--- src/rtl/bus_arbiter2.sv ---
// Two-requester round-robin arbiter sharing one datapath (2:1 select).
// A grant is held for a whole burst and ends on the granted requester's last
// beat or after BURST_MAX accepted beats; the other requester then takes over
// without an idle bubble if it is waiting.
module bus_arbiter2 #(
    parameter int DATA_W    = 32,
    parameter int BURST_MAX = 8,
    parameter int CNT_W     = 4
) (
    input  logic              clk,
    input  logic              rst,
    input  logic              req0_valid,
    input  logic [DATA_W-1:0] req0_data,
    input  logic              req0_last,
    output logic              req0_ready,
    input  logic              req1_valid,
    input  logic [DATA_W-1:0] req1_data,
    input  logic              req1_last,
    output logic              req1_ready,
    output logic              out_valid,
    output logic [DATA_W-1:0] out_data,
    output logic              out_last,
    output logic              out_sel,
    input  logic              out_ready,
    output logic              busy
);

    typedef enum logic [1:0] {
        IDLE   = 2'd0,
        GRANT0 = 2'd1,
        GRANT1 = 2'd2
    } state_t;

    state_t           state_reg, state_next;
    logic             rr_reg, rr_next;
    logic [CNT_W-1:0] cnt_reg, cnt_next;

    // Per-grant view of the selected requester.
    logic grant_active;
    logic grant_sel;
    logic grant_valid;
    logic grant_last;
    logic other_valid;
    logic accept;
    logic at_max;
    logic forced;
    logic rel;

    // State, round-robin pointer and beat counter registers.
    always_ff @(posedge clk) begin
        if (rst) begin
            state_reg <= IDLE;
            rr_reg    <= 1'b0;
            cnt_reg   <= '0;
        end else begin
            state_reg <= state_next;
            rr_reg    <= rr_next;
            cnt_reg   <= cnt_next;
        end
    end

    // Datapath select, handshake gating and beat/release qualifiers.
    always_comb begin
        grant_active = (state_reg != IDLE);
        grant_sel    = (state_reg == GRANT1);
        grant_valid  = grant_sel ? req1_valid : req0_valid;
        grant_last   = grant_sel ? req1_last  : req0_last;
        other_valid  = grant_sel ? req0_valid : req1_valid;

        out_sel    = grant_sel;
        out_data   = grant_sel ? req1_data : req0_data;
        out_valid  = grant_active & grant_valid;
        busy       = grant_active;
        req0_ready = (state_reg == GRANT0) & out_ready;
        req1_ready = (state_reg == GRANT1) & out_ready;

        accept   = out_valid & out_ready;
        at_max   = (cnt_reg == CNT_W'(BURST_MAX - 1));
        forced   = accept & at_max;
        rel      = accept & (grant_last | forced);
        out_last = grant_active & (grant_last | forced);
    end

    // Next-state: arbitrate in IDLE, count beats and hand off on release.
    always_comb begin
        state_next = state_reg;
        rr_next    = rr_reg;
        cnt_next   = cnt_reg;
        case (state_reg)
            IDLE: begin
                cnt_next = '0;
                if (req0_valid && req1_valid) begin
                    state_next = rr_reg ? GRANT1 : GRANT0;
                end else if (req0_valid) begin
                    state_next = GRANT0;
                end else if (req1_valid) begin
                    state_next = GRANT1;
                end
            end
            GRANT0, GRANT1: begin
                if (accept) begin
                    cnt_next = cnt_reg + 1'b1;
                end
                if (rel) begin
                    // The releasing requester loses priority; only the other
                    // side may take the grant directly.
                    rr_next  = ~grant_sel;
                    cnt_next = '0;
                    if (other_valid) begin
                        state_next = grant_sel ? GRANT0 : GRANT1;
                    end else begin
                        state_next = IDLE;
                    end
                end
            end
            default: begin
                state_next = IDLE;
                cnt_next   = '0;
            end
        endcase
    end

endmodule

--- config.mk ---
export PLATFORM = sky130hd
export DESIGN_NAME = bus_arbiter2
export DESIGN_NICKNAME = d
export VERILOG_FILES = /design/src/rtl/bus_arbiter2.sv
export SDC_FILE = /design/constraint.sdc
export NUM_CORES = 1
export LEC_CHECK = 0
export CORE_MARGIN = 2
export CORE_UTILIZATION = 26
export DETAILED_ROUTE_END_ITERATION = 12
export PLACE_DENSITY = 0.82
export SYNTH_ARGS = -nofsm -noshare
export SYNTH_HDL_FRONTEND = slang
export SYNTH_SLANG_ARGS = --single-unit
--- constraint.sdc ---
create_clock -name clk -period 1.9 [get_ports clk]
set_input_delay 0.19 -clock clk [delete_from_list [all_inputs] [get_ports clk]]
set_output_delay 0.19 -clock clk [all_outputs]
set_load 0.02 [all_outputs]
# Word level (Yosys, flattened, before mapping)
# Index checks and enable logic that the tools add are counted.
[totals] regBits=7 inputBits=71 out_inout_bits=38 elab_cells=38
[classes] addsub=1 eq_ne=5 n_mux=12 bitwise_logic=10 reduce_logical=7
[ops] op="$mux 32" n=1
[ops] op="$mux 2" n=7
[ops] op="$and 1x1->1" n=7
[ops] op="$add 4x1->4 const B" n=1
[ops] op="$eq 4x3->1 const B" n=1
[ops] op="$ne 4x4->1 const B" n=1
[ops] op="$pmux 2 s2" n=1
[ops] op="$reduce_and 2->1" n=2
[ops] op="$mux 1" n=3
[ops] op="$reduce_or 3->1" n=1
[ops] op="$eq 2x1->1 const B" n=1
[ops] op="$eq 2x2->1 const B" n=1
[ops] op="$logic_not 2->1" n=1
[ops] op="$ne 2x2->1 const B" n=1
[ops] op="$not 1->1" n=2
[ops] op="$reduce_bool 2->1" n=1
[ops] op="$reduce_or 2->1" n=1
[ops] op="$logic_and 1x1->1" n=1
[ops] op="$or 1x1->1" n=1

# Depth between registers and ports, before layout
# Gate-level depths: netlist (run 1).
[logic_depth] word_depth=9 depth_mapped=7 mapped_depth_nobuf=6

# Worst setup path before layout (run 1)
# No wires, ideal clock.
[synth_path] path_kind="reg-to-output" startpoint="reg state_reg[0]" endpoint="out out_data[10]" arrival_time_ns=1.680 required_time_ns=1.710 slack_ns=0.030 path_stages_with_launch=6 path_buffers=2 path_cell_list="dfxtp_1 > inv_1 > ha_1 > buf_4 > clkbuf_1 > mux2_2"
[synth_between] elab_chain_len=2
[synth_lines] item="from (decl)" line_no="34" text="state_t state_reg, state_next;"
[synth_lines] item="from (signal assigned)" line_no="56" text="state_reg <= state_next;"
[synth_lines] item="$eq 2x2->1" line_no="65" text="grant_sel = (state_reg == GRANT1);"
[synth_lines] item="net out_sel" line_no="23" text="output logic out_sel,"
[synth_lines] item="$mux 32" line_no="71" text="out_data = grant_sel ? req1_data : req0_data;"
[synth_lines] item="to (decl)" line_no="21" text="output logic [DATA_W-1:0] out_data,"
# The timed path passes the listed nets, and every way through them passes these cells.

# Worst setup path after layout (run 1)
[layout_path] startpoint="reg state_reg[0]" endpoint="out out_data[6]"
[layout_between] elab_chain_len=2
[layout_lines] item="$eq 2x2->1" line_no="65"
[layout_lines] item="$mux 32" line_no="71"
# No other way between the ends.

==> reports/metrics.cfg, run 1 <==
[drt]
via_per_inst=4.546
postRouteWirelength_mm=3.848
drtIter0Drc=25
met1_length_mm=1.368
top_layer=met4
ant_nets=0
via_count=1191
dr_wl_met2_mm=1.968
dr.pass1.iters=4
routedWlPerCell_microns=14.69
wl_met3_microns=422
drc=0

[clock_tree]
cts.reportedPaths.clkPinSlew_ns=0.05
clk_latency_ns=0.25
htreeDepth=1
cts_root_buffer=clkbuf_4
ctsHoldBuffers=0
clk_path_buf_depth=2
cts_tree=done
cts.sinks=7
numCtsBuffers=3

[timing]
setup_violations=0
min_period_ns=1.846
hold_ws_ns=0.5077
fmax_ghz=0.5419
slew_headroom=0.8295
max_slew.worst_pin.slew_ns=0.2567
rsz0062_at_grt=false
hold_viol_final=0
finalWorstSetupSlack_ns=0.05448
finClkSkew_ns=0.004474
tns_ns=0
slew_violations=0
finalCritPeriodShare=0.9713

[job]
maxCapViolations=0

[power_and_ir_drop]
power_density_nw_per_um2=990.2
vdd_drop_max_uv=592.6
leakagePower_uw=0.0008820

[grt]
grt_pass1_vias=1117
antenna_found_initial=0
grt_overflow=0
grt_pass1_wl_mm=5.257
grt_max_degree=16
track_usage=0.1858

[die]
initial_core_util=0.2778
core_area_sq_um=3103
die-height_microns=61.58
std_cell_rows=20
io_pins=109
dieArea_sq_um=3792
die_w_microns=61.58

[synthesis]
yosysMostFrequentCell=mux2_2
avgSynthCellArea_sq_um=9.171
synth_top_family_by_area=multiplexers
async_flop_share=0
synth_compound_area_frac=0.07402
synth-warning-count=0
synth-xor-area-share=0.03048
netlist_instances=94
yosysTopAreaCellShare=0.4180
ys_ff_latch=7
synthMuxAreaShare=0.4644
syn_nets=170
synthSimpleGateAreaFrac=0.1524
synthTopCellsByCount=mux2_2 (32), dfxtp_1 (7), nor2_1 (7)
synth_fa_ha_area_frac=0.07257
seq_area_frac_synth=0.1626
synth_top_cell_by_area=mux2_2
ys.flop_type=dfxtp_1
synth.distinct_cells=24
synth_area_leaders=mux2_2 (42%), dfxtp_1 (16%), ha_1 (7.3%)
syn_area_sq_um=862.1
synth_edf_count=0

[cells_and_area]
insertedDiodeCount=0
largest_register_ffs=4
nNetsFinal=295
area_growth_pct=143.0
fillCellCount=287
drive_gt1_frac=0.3486

[outcome]
status=complete, no violations

[placed_design]
globalplace.congestion=0.8606
dpl.hpwl_mm=3.215
numPortBuffers=108
preCtsSetupSlack_ns=-0.1228

[setup_path]
cp_slowest_stage_delay_ns=0.34
cp.required_ns=1.71
slowest_stage=mux2_2
cp_max_fo=15
crit_path_start_kind=flip-flop
path_cells=inv_2 > ha_4 > buf_8 > mux2_2 > dlygate4sd2_1
critical_path_class=flip-flop to primary output
critPathArrivalTime_ns=1.66
end_kind=primary output

[hold_path]
hp-class=flip-flop to flip-flop

path summary, 6_finish.rpt:
kind,startpoint,end,slack (ns),cells past startpoint
max,state_reg[0],out_data[6],0.05,5
max reg2reg,state_reg[0],state_reg[0],0.11,8
min,rr_reg,rr_reg,0.51,2
min reg2reg,rr_reg,rr_reg,0.51,2
kinds of logic after synthesis:
family | Yosys count
adders and majority gates | 5
muxes | 36
buffers and inverters | 9
AOI/OAI and AO/OA | 10
xor gates and xnor gates | 3
and+or+nand+nor | 24
DFF | 7
layout make-up:
type | count | area, sq um | area share
Sequential cell | 7 | 141.4 | 0.06750
Tap cell | 44 | 55.05 | 0.02628
Timing Repair Buffer | 124 | 1156 | 0.5520
Multi-Input combinational cell | 78 | 696.9 | 0.3327
Clock buffer | 4 | 26.28 | 0.01254
Inverter | 5 | 18.77 | 0.008961
placed cells by master (no fill, tap or decap), types with 4 or more instances in the layout:
| master | n |
|---|---|
| buf_4 | 12 |
| clkbuf_2 | 15 |
| inv_1 | 4 |
| mux2_2 | 32 |
| nor2_1 | 7 |
| a21oi_1 | 4 |
| dfxtp_1 | 6 |
| nand2b_1 | 4 |
| ha_1 | 4 |
| mux2i_1 | 4 |
| clkdlybuf4s50_1 | 71 |
| dlygate4sd2_1 | 13 |
| clkdlybuf4s15_1 | 4 |
through the flow:
stage / cells / area, sq um / power (uW) / util
after floorplan: 94 / 862.1 / 1138 / -
after global placement: 255 / 2102 / 1963 / 0.6774
after detailed placement: 255 / 2102 / 2013 / 0.6774
after CTS: 262 / 2171 / 2131 / 0.6996
after global routing: 262 / 2095 / 2210 / 0.6750
final: 262 / 2095 / 2074 / 0.6750
report_power, final:
group,leakage [uW],switching [uW],internal (uW)
clock network,0.0000150,54.4,80.1
logic,0.000810,823,928
registers,0.0000571,18.0,170
critical path: cells and delay by family (launching register included):
| kind | cells | cell delay (ns) |
|---|---|---|
| fa+ha+maj | 1 | 0.17 |
| flops | 1 | 0.31 |
| mux | 1 | 0.34 |
| buf+inv | 3 | 0.56 |
layer usage:
layer | GRT usage | vias to the layer above
li1 | - | 585
met1 | 0.1947 | 534
met5 | 0 | -
met2 | 0.3489 | 62
met4 | 0.06687 | 0
met3 | 0.05252 | 10
what timing repair did:
action,CTS,global route
endpoints found under the hold margin,0,0
pin swaps,0,1
setup buffers,3,0
resized for setup,67,19
endpoints found under the setup margin,40,20
(Power assumes the default switching activity.)
==> inputs of run 2 (changes only) <==
--- a/config.mk
+++ b/config.mk
@@ -7,6 +7,7 @@
 export LEC_CHECK = 0
 export CORE_MARGIN = 2
 export CORE_UTILIZATION = 26
+export CTS_CLUSTER_SIZE = 25
 export DETAILED_ROUTE_END_ITERATION = 12
 export PLACE_DENSITY = 0.82
 export SYNTH_ARGS = -nofsm -noshare
==> results of run 2 <==
No change in the layout: final DEF, timing and power equal those of run 1.
==> inputs of run 3 (changes only) <==
--- a/config.mk
+++ b/config.mk
@@ -9,7 +9,9 @@
 export CORE_UTILIZATION = 26
 export CTS_CLUSTER_SIZE = 25
 export DETAILED_ROUTE_END_ITERATION = 12
+export MAX_ROUTING_LAYER = met4
 export PLACE_DENSITY = 0.82
+export SLEW_MARGIN = 20
 export SYNTH_ARGS = -nofsm -noshare
 export SYNTH_HDL_FRONTEND = slang
 export SYNTH_SLANG_ARGS = --single-unit
==> reports/metrics.cfg, run 3 (synthesized netlist as in run 1, its figures left out) <==
[drt]
postRouteWirelength_mm=3.853  ; +0.13%
ant_nets=0  ; unchanged
routedWlPerCell_microns=14.71  ; +0.13%
drtIter0Drc=20  ; -20%
via_count=1191  ; unchanged
dr.pass1.iters=4  ; unchanged
via_per_inst=4.546  ; unchanged
drc=0  ; unchanged

[setup_path]
critPathArrivalTime_ns=1.65  ; about the same
startpoint=state_reg[0]
r2r_start=state_reg[0]
cp_max_fo=15  ; unchanged
crit_path_start_kind=flip-flop
cp.required_ns=1.71  ; about the same
end_kind=primary output
critical_path_class=flip-flop to primary output

[timing]
finalCritPeriodShare=0.9702  ; -0.001117
finClkSkew_ns=0.004477  ; +0.000002350 ns
slew_headroom=0.8295  ; unchanged
min_period_ns=1.843  ; -0.002122 ns
max_slew.worst_pin.slew_ns=0.2567  ; unchanged
setup_violations=0  ; unchanged
rsz0062_at_grt=false
fmax_ghz=0.5425  ; +0.11%
hold_viol_final=0  ; unchanged
hold_ws_ns=0.5077  ; +0.000008000 ns
slew_violations=0  ; unchanged

[clock_tree]
cts_root_buffer=clkbuf_4
htreeDepth=1  ; unchanged
clk_path_buf_depth=2  ; unchanged
ctsHoldBuffers=0  ; unchanged
cts_tree=done
numCtsBuffers=3  ; unchanged
clk_latency_ns=0.25  ; about the same
cts.sinks=7  ; unchanged
cts.reportedPaths.clkPinSlew_ns=0.05  ; about the same

[cells_and_area]
multi_input_comb_area_sq_um=696.9  ; unchanged
fillCellCount=287  ; unchanged
area_growth_pct=143.0  ; unchanged
utilization=0.6750  ; unchanged
insertedDiodeCount=0  ; unchanged
seq_area_sq_um=141.4  ; unchanged
nNetsFinal=295  ; unchanged
final_cell_mix=clkdlybuf4s50_1 (71), mux2_2 (32), clkbuf_2 (15), dlygate4sd2_1 (13), buf_4 (12)
largest_register_ffs=4  ; unchanged
final_common_cell=clkdlybuf4s50_1
drive_gt1_frac=0.3486  ; unchanged

[grt]
grt_max_degree=16  ; unchanged
grt_pass1_wl_mm=5.264  ; +0.13%
grt_overflow=0  ; unchanged
track_usage=0.1915  ; +0.005739
antenna_found_initial=0  ; unchanged
grt_pass1_vias=1118  ; +0.090%

[hold_path]
hp-class=flip-flop to flip-flop
min_from=rr_reg

[die]
initial_core_util=0.2778  ; unchanged
std_cell_rows=20  ; unchanged
die_w_microns=61.58  ; unchanged
core_area_sq_um=3103  ; unchanged
dieArea_sq_um=3792  ; unchanged
die-height_microns=61.58  ; unchanged
io_pins=109  ; unchanged

[job]
maxCapViolations=0  ; unchanged

[placed_design]
dpl.hpwl_mm=3.215  ; unchanged
globalplace.congestion=0.8744  ; +1.6%
numPortBuffers=108  ; unchanged

[power_and_ir_drop]
vdd_drop_max_uv=592.9  ; about the same
power_density_nw_per_um2=990.3  ; about the same
finalPower_uw=2074  ; about the same
leakagePower_uw=0.0008820  ; unchanged

[outcome]
status=complete, no violations

## run 3: final timing paths
kind              cells after the start  slack (ns)      endpoint
setup / recovery                      5        0.06   out_data[6]
hold / removal                        2        0.51        rr_reg
setup reg to reg                      8        0.11  state_reg[0]
hold reg to reg                       2        0.51        rr_reg
## run 3: area by class of cell
type / instances / share of cell area
Inverter: 5 / 0.008961
Tap cell: 44 / 0.02628
Timing Repair Buffer: 124 / 0.5520
Clock buffer: 4 / 0.01254
Multi-Input combinational cell: 78 / 0.3327
Sequential cell: 7 / 0.06750
## run 3: worst max-delay path: stages (launching register included)
cell	delay, ns
dfxtp_1	0.31
inv_2	0.08
ha_4	0.17
buf_8	0.16
mux2_2	0.34
dlygate4sd2_1	0.32
## run 3: repair_timing
item | 4_1_cts | 5_1_grt
pin swaps | 0 | 1
resized for setup | 67 | 19
endpoints found under the setup margin | 40 | 20
buffers inserted | 3 | 0
## run 3: metal layers
layer | up-vias | routed length (microns) | global-route usage | share of wire
li1 | 585 | - | - | -
met1 | 534 | 1374 | 0.1947 | 0.36
met2 | 62 | 1967 | 0.3489 | 0.51
met3 | 10 | 422 | 0.05252 | 0.11
met4 | 0 | 89 | 0.06687 | 0.023
met5 | - | 0 | - | 0
## run 3: metrics by stage
stage | cell area (sq um) | worst slack [ns] | instances | TNS (ns)
finish | 2095 | 0.05660 | 262 | 0
CTS | 2171 | 0.001168 | 262 | 0
global placement | 2102 | -0.07723 | 255 | -0.6705
floorplan | 862.1 | 0.03038 | 94 | 0
global route | 2095 | 0.001913 | 262 | 0
detailed placement | 2102 | -0.1228 | 255 | -1.568
## run 3: power breakdown
part           switching [uW]  internal [uW]  leakage, uW
sequential               18.0            170    0.0000571
combinational             823            928     0.000810
clock                    54.4           80.1    0.0000150
